`config.mk`:
```
export PLATFORM = sky130hd
export DESIGN_NAME = rom_loader_flat
export DESIGN_NICKNAME = d
export VERILOG_FILES = /design/src/rtl/rom_pkg.sv /design/src/rtl/rom_loader_if.sv /design/src/rtl/rom_loader.sv /design/src/flat_wrapper.sv
export SDC_FILE = /design/constraint.sdc
export NUM_CORES = 1
export LEC_CHECK = 0
export BUFFER_PORTS_ARGS = -buffer_cell sky130_fd_sc_hd__buf_2
export CELL_PAD_IN_SITES_DETAIL_PLACEMENT = 1
export CELL_PAD_IN_SITES_GLOBAL_PLACEMENT = 2
export CORE_MARGIN = 1.5
export CORE_UTILIZATION = 32
export DETAILED_ROUTE_END_ITERATION = 7
export PLACE_DENSITY = 0.91
export SLEW_MARGIN = 15
export SYNTH_ARGS = -nofsm -noshare
export SYNTH_HDL_FRONTEND = slang
export SYNTH_SLANG_ARGS = --single-unit
```
`constraint.sdc`:
```
create_clock -name CLK -period 2.9 [get_ports CLK]
set_input_delay 0.58 -clock CLK [delete_from_list [all_inputs] [get_ports CLK]]
set_output_delay 0.58 -clock CLK [all_outputs]
set_load 0.03 [all_outputs]
```
`src/rtl/rom_pkg.sv`:
```
// Shared definitions for the ROM bank and its program loader: bank mode
// encodings, column address split and loader state encoding.
package rom_pkg;

  localparam int ROM_ADDR_W = 11;
  localparam int CS_MSB     = 10;
  localparam int CS_LSB     = 7;
  localparam int IN_MSB     = 6;
  localparam int IN_LSB     = 0;

  localparam logic [1:0] MODE_READ  = 2'b00;
  localparam logic [1:0] MODE_WRITE = 2'b01;

  typedef enum logic [2:0] {
    ST_IDLE = 3'd0,
    ST_HI   = 3'd1,
    ST_LO   = 3'd2,
    ST_WR   = 3'd3,
    ST_FIN  = 3'd4
  } state_t;

  // Column address -> chip select of the 16-chip bank.
  function automatic logic [CS_MSB-CS_LSB:0] chip_sel(input logic [ROM_ADDR_W-1:0] addr);
    return addr[CS_MSB:CS_LSB];
  endfunction

  // Column address -> row inside the selected chip.
  function automatic logic [IN_MSB-IN_LSB:0] in_chip(input logic [ROM_ADDR_W-1:0] addr);
    return addr[IN_MSB:IN_LSB];
  endfunction

  // Running checksum of written words, modulo 2^16.
  function automatic logic [15:0] csum_add(input logic [15:0] acc, input logic [15:0] word);
    return acc + word;
  endfunction

endpackage

```
`src/rtl/rom_loader_if.sv`:
```
// Byte-stream input and ROM bank write port of the program loader.
// master = the loader, slave = the byte source / ROM bank side.
interface rom_loader_if #(
  parameter int ADDR_W = 11
);

  logic [7:0]        byte_in;
  logic              byte_valid;
  logic              byte_ready;
  logic [ADDR_W-1:0] column_id;
  logic [15:0]       data;
  logic [1:0]        mode;

  modport master (
    input  byte_in,
    input  byte_valid,
    output byte_ready,
    output column_id,
    output data,
    output mode
  );

  modport slave (
    output byte_in,
    output byte_valid,
    input  byte_ready,
    input  column_id,
    input  data,
    input  mode
  );

endinterface

```
`src/rtl/rom_loader.sv`:
```
// Program loader: packs a byte stream into 16-bit words (high byte first)
// and writes them to consecutive ROM columns, reporting a checksum at the end.
module rom_loader
  import rom_pkg::*;
#(
  parameter int ADDR_W = 11,
  parameter int CNT_W  = 12
) (
  input  logic              CLK,
  input  logic              RST,
  input  logic              start,
  input  logic [ADDR_W-1:0] base,
  input  logic [CNT_W-1:0]  count,
  rom_loader_if.master      bus,
  output logic              busy,
  output logic              done,
  output logic [15:0]       checksum,
  output logic              wrapped
);

  state_t            state_r;
  state_t            state_nxt_s;
  logic [ADDR_W-1:0] addr_r;
  logic [CNT_W-1:0]  remaining_r;
  logic [7:0]        word_hi_r;
  logic [15:0]       data_r;
  logic [ADDR_W-1:0] column_id_r;
  logic [1:0]        mode_r;
  logic              byte_ready_r;
  logic              busy_r;
  logic              done_r;
  logic [15:0]       checksum_r;
  logic              wrapped_r;

  // Next-state decode; start is only looked at in IDLE, so it is ignored while busy.
  always_comb begin
    state_nxt_s = state_r;
    case (state_r)
      ST_IDLE: begin
        if (start) begin
          if (count == '0) begin
            state_nxt_s = ST_FIN;
          end else begin
            state_nxt_s = ST_HI;
          end
        end else begin
          state_nxt_s = ST_IDLE;
        end
      end
      ST_HI: begin
        if (bus.byte_valid) begin
          state_nxt_s = ST_LO;
        end else begin
          state_nxt_s = ST_HI;
        end
      end
      ST_LO: begin
        if (bus.byte_valid) begin
          state_nxt_s = ST_WR;
        end else begin
          state_nxt_s = ST_LO;
        end
      end
      ST_WR: begin
        if (remaining_r == CNT_W'(1)) begin
          state_nxt_s = ST_FIN;
        end else begin
          state_nxt_s = ST_HI;
        end
      end
      ST_FIN: begin
        state_nxt_s = ST_IDLE;
      end
      default: begin
        state_nxt_s = ST_IDLE;
      end
    endcase
  end

  // State register.
  always_ff @(posedge CLK) begin
    if (RST) begin
      state_r <= ST_IDLE;
    end else begin
      state_r <= state_nxt_s;
    end
  end

  // Load bookkeeping and word packing; a half-built word is simply dropped on reset.
  always_ff @(posedge CLK) begin
    if (RST) begin
      addr_r      <= '0;
      remaining_r <= '0;
      word_hi_r   <= 8'h00;
      data_r      <= 16'h0000;
      column_id_r <= '0;
      checksum_r  <= 16'h0000;
      wrapped_r   <= 1'b0;
    end else begin
      case (state_r)
        ST_IDLE: begin
          if (start && (count != '0)) begin
            addr_r      <= base;
            remaining_r <= count;
            checksum_r  <= 16'h0000;
            wrapped_r   <= 1'b0;
          end
        end
        ST_HI: begin
          if (bus.byte_valid) begin
            word_hi_r <= bus.byte_in;
          end
        end
        ST_LO: begin
          // The write port is loaded as the low byte arrives so WR drives it directly.
          if (bus.byte_valid) begin
            data_r      <= {word_hi_r, bus.byte_in};
            column_id_r <= addr_r;
          end
        end
        ST_WR: begin
          checksum_r  <= csum_add(checksum_r, data_r);
          addr_r      <= addr_r + ADDR_W'(1);
          remaining_r <= remaining_r - CNT_W'(1);
          if (addr_r == {ADDR_W{1'b1}}) begin
            wrapped_r <= 1'b1;
          end
        end
        ST_FIN: begin
          remaining_r <= '0;
        end
        default: begin
          remaining_r <= '0;
        end
      endcase
    end
  end

  // Handshake and status outputs registered from the upcoming state.
  always_ff @(posedge CLK) begin
    if (RST) begin
      byte_ready_r <= 1'b0;
      mode_r       <= MODE_READ;
      busy_r       <= 1'b0;
      done_r       <= 1'b0;
    end else begin
      byte_ready_r <= (state_nxt_s == ST_HI) || (state_nxt_s == ST_LO);
      mode_r       <= (state_nxt_s == ST_WR) ? MODE_WRITE : MODE_READ;
      busy_r       <= (state_nxt_s != ST_IDLE);
      done_r       <= (state_nxt_s == ST_FIN);
    end
  end

  assign bus.byte_ready = byte_ready_r;
  assign bus.column_id  = column_id_r;
  assign bus.data       = data_r;
  assign bus.mode       = mode_r;
  assign busy           = busy_r;
  assign done           = done_r;
  assign checksum       = checksum_r;
  assign wrapped        = wrapped_r;

endmodule
```
`src/flat_wrapper.sv`:
```
// flat-port wrapper written by rule: the top's interface ports become plain ports
module rom_loader_flat import rom_pkg::*;
#(
  parameter int ADDR_W = 11,
  parameter int CNT_W  = 12
)
  (CLK, RST, start, base, count, busy, done, checksum, wrapped, bus_byte_in, bus_byte_valid, bus_byte_ready, bus_column_id, bus_data, bus_mode);
  rom_loader_if #(.ADDR_W(ADDR_W)) bus_i ();
  input  logic CLK;
  input  logic RST;
  input  logic start;
  input  logic [ADDR_W-1:0] base;
  input  logic [CNT_W-1:0] count;
  output logic busy;
  output logic done;
  output logic [15:0] checksum;
  output logic wrapped;
  input wire logic [$bits(bus_i.byte_in)-1:0] bus_byte_in;
  input wire logic [$bits(bus_i.byte_valid)-1:0] bus_byte_valid;
  output wire logic [$bits(bus_i.byte_ready)-1:0] bus_byte_ready;
  output wire logic [$bits(bus_i.column_id)-1:0] bus_column_id;
  output wire logic [$bits(bus_i.data)-1:0] bus_data;
  output wire logic [$bits(bus_i.mode)-1:0] bus_mode;
  assign bus_i.byte_in = bus_byte_in;
  assign bus_i.byte_valid = bus_byte_valid;
  assign bus_byte_ready = bus_i.byte_ready;
  assign bus_column_id = bus_i.column_id;
  assign bus_data = bus_i.data;
  assign bus_mode = bus_i.mode;
  rom_loader #(.ADDR_W(ADDR_W), .CNT_W(CNT_W)) u_core (.CLK(CLK), .RST(RST), .start(start), .base(base), .count(count), .bus(bus_i), .busy(busy), .done(done), .checksum(checksum), .wrapped(wrapped));
endmodule
```
==> impl_metrics.json <==
{
  "status": "complete, no violations",
  "area_growth_pct": 20.8,
  "rsz0062_at_grt": "no",
  "synth_top_area_cell": "dfxtp_1",
  "holdPathStages": 2,
  "drt-pass1-iter-count": 4,
  "overflow": 0,
  "netlist-cell-type-count": 63,
  "peakVddDrop_v": 0.000267,
  "ff2ff_setup_slack_ns": 0.35,
  "grt.total_usage_pct": 19.1,
  "fin_setup_tns_ns": 0,
  "cpMaxStageDelayCell": "fa_1",
  "io_buffers": 82,
  "min_path_type": "register to register",
  "power_mw": 2.71,
  "synthTopCellsByArea": "dfxtp_1 (39%), nand2_1 (8.0%), a21oi_1 (7.6%)",
  "synth-edff-count": 0,
  "synth_common_cells": "nand2_1 (89), dfxtp_1 (82), a21oi_1 (63)",
  "finish.net_count": 641,
  "r2r-end": "u_core.checksum[12]$_SDFFE_PP0P_",
  "yosysWarnings": 0,
  "cts_made_buffers": 9,
  "antenna_found_initial": 0,
  "path_clk_slew_ns": 0.06,
  "hold_buffers": 0,
  "final_layout_size_suffix_gt1_share_pct": 21.7,
  "slew_headroom_pct": 56.7,
  "start_kind": "register",
  "pin_count": 84,
  "synth_area_per_cell_um2": 8.10,
  "grt_busiest_layer": "met2",
  "critPathArrivalTime_ns": 2.79,
  "syn_area_um2": 4170,
  "grt_pass1_vias": 4034,
  "min_period_ns": 2.55,
  "p_leak_nw": 2.09,
  "grt_max_degree": 37,
  "crit_path_start": "u_core.bus.data[0]$_SDFFE_PP0N_",
  "use_met1_pct": 23.4,
  "drc": 0,
  "yosys_most_used_dff": "dfxtp_1",
  "regToRegStartpoint": "u_core.bus.data[0]$_SDFFE_PP0N_",
  "ant_nets": 0,
  "cts_tree": "yes",
  "initial_core_util_pct": 32.9,
  "place_hpwl_um": 9150,
  "core.rowCount": 41,
  "synth_top_area_share_pct": 39.4,
  "setup_violations": 0,
  "path_class": "register to register",
  "post_cts_buffers": 0,
  "grt_pass1_wl_um": 20200,
  "ys_async_sr_fraction_pct": 0,
  "cp_max_fo": 3,
  "min_to": "u_core.bus.column_id[6]$_SDFFE_PP0N_",
  "clock_sinks": 82,
  "max-cap-violations": 0,
  "slowest_delay_ns": 0.43,
  "worst_pin_slew_ns": 0.649,
  "met3_usage_pct": 4.17,
  "vias": 4016,
  "synth_seq_cells": 82,
  "die_area_um2": 13700,
  "clock_path_buffers": 2,
  "avgViaCountPerCell": 5.26,
  "wire_per_inst_um": 16.4,
  "use_met2_pct": 34.0,
  "wl_um": 12500,
  "syn_nets": 568,
  "cp-end-kind": "register",
  "dieHeight_um": 117,
  "antennaDiodeCount": 0,
  "clock-root-buffer": "clkbuf_16",
  "fp.dieW_um": 117,
  "fmax_mhz": 392,
  "cp.required_ns": 3.14,
  "finalWeightedCongestion": 0.839,
  "htreeDepth": 3,
  "r2r_cells": 9,
  "finalCritPeriodShare_pct": 87.9,
  "cp_cell_sequence": "ha_1 -> fa_1 -> a211oi_1 -> o21a_1 -> o31a_1 -> o21bai_1 -> a21o_1 -> xor2_1 -> a22o_1",
  "drtIter0Drc": 194,
  "clk_latency_ns": 0.34,
  "finalClockSkew_ns": 0.00616,
  "worstHoldStart": "u_core.bus.column_id[6]$_SDFFE_PP0N_",
  "powerDensity_nw_per_um2": 540,
  "yosysMostFrequentCell": "nand2_1",
  "postCtsResizedCells": 0,
  "synth-seq-area-share_pct": 39.4,
  "synthCells": 514,
  "core-area_um2": 12700,
  "num-fill-cells": 1561,
  "hold_viol": 0,
  "finalMaxSlewViolations": 0
}
critical path, delay by kind of cell (launching register included):
kind | cells | cell delay, ns
AO/OA/AOI/OAI | 6 | 1.30
XOR/XNOR | 1 | 0.14
adder cells (fa/ha/maj) | 2 | 0.67
flip-flops | 1 | 0.32
routing by layer:
metal  vias up  part of all wire [%]
met3         8                   3.4
met1      1962                    47
met2        85                    49
met5         -                     0
met4         0                   1.0
li1       1961                     -
worst max path at each step:
stage | endpoint | slack [ns] | depth (start not counted)
floorplan | u_core.checksum[12]$_SDFFE_PP0P_ | 0.45 | 9
global placement | u_core.checksum[12]$_SDFFE_PP0P_ | 0.46 | 9
detailed placement | u_core.checksum[12]$_SDFFE_PP0P_ | 0.36 | 9
CTS | u_core.checksum[12]$_SDFFE_PP0P_ | 0.34 | 9
global route | u_core.checksum[12]$_SDFFE_PP0P_ | 0.22 | 9
finish | u_core.checksum[12]$_SDFFE_PP0P_ | 0.35 | 9
cells by family (layout without fill, tap and decap cells):
| group | Yosys count | after routing | synth area share (%) |
|---|---|---|---|
| and+or+nand+nor | 198 | 198 | 21.5 |
| buffers and inverters | 38 | 115 | 3.97 |
| adders and majority gates | 19 | 19 | 5.89 |
| DFF | 82 | 82 | 39.4 |
| muxes | 10 | 10 | 2.43 |
| AOI/OAI and AO/OA | 152 | 152 | 23.7 |
| xor gates and xnor gates | 14 | 14 | 2.94 |
| other | 1 | 1 | 0.0900 |
flip-flops by register name, indices dropped and copies added (netlist names):
register / count
u_core.checksum: 16
u_core.word_hi_r: 8
u_core.bus.mode: 1
u_core.addr_r: 11
u_core.state_r: 3
u_core.wrapped: 1
u_core.done: 1
u_core.bus.byte_ready: 1
u_core.remaining_r: 12
u_core.busy: 1
u_core.bus.data: 16
u_core.bus.column_id: 11
report_power, final:
part / switching, mW / total (mW) / internal [mW] / leakage [nW]
registers: 0.0445 / 1.21 / 1.17 / 0.666
clock network: 0.458 / 1.14 / 0.682 / 0.140
logic: 0.225 / 0.360 / 0.135 / 1.29
metrics by stage:
stage | std cells | cell area, µm² | setup slack (ns) | hold WS [ns] | util (%)
after floorplan | 514 | 4170 | 0.454 | 0.431 | -
after global placement | 748 | 4740 | 0.463 | 0.443 | 37.4
after detailed placement | 748 | 4740 | 0.360 | 0.451 | 37.4
after CTS | 763 | 5030 | 0.344 | 0.461 | 39.7
after global routing | 763 | 5030 | 0.219 | 0.481 | 39.7
final | 763 | 5030 | 0.350 | 0.456 | 39.7
final cells by class:
type	instances	area, µm²	share of cell area, %
clock buffer	10	239	4.75
timing repair buffer	93	493	9.80
tap	172	215	4.28
multi-input combinational	394	2360	46.9
sequential	82	1640	32.6
inverter	7	26.3	0.522
clock inverter	5	55.1	1.09
cells in the final DEF (no fill, tap or decap), types with 6 or more instances in the layout:
master     count
clkbuf_16      9
dfxtp_1       82
inv_1          7
a21o_1         6
nor2_1        56
nor3_1         7
nand3_1       16
xnor2_1        9
a21oi_1       63
ha_1          18
o21ai_0       17
buf_2         82
a31oi_1        7
buf_4         11
a211oi_1       8
nand2_1       89
a22oi_1       15
mux2i_1        9
Note: power is estimated with default switching activity, not from simulation.
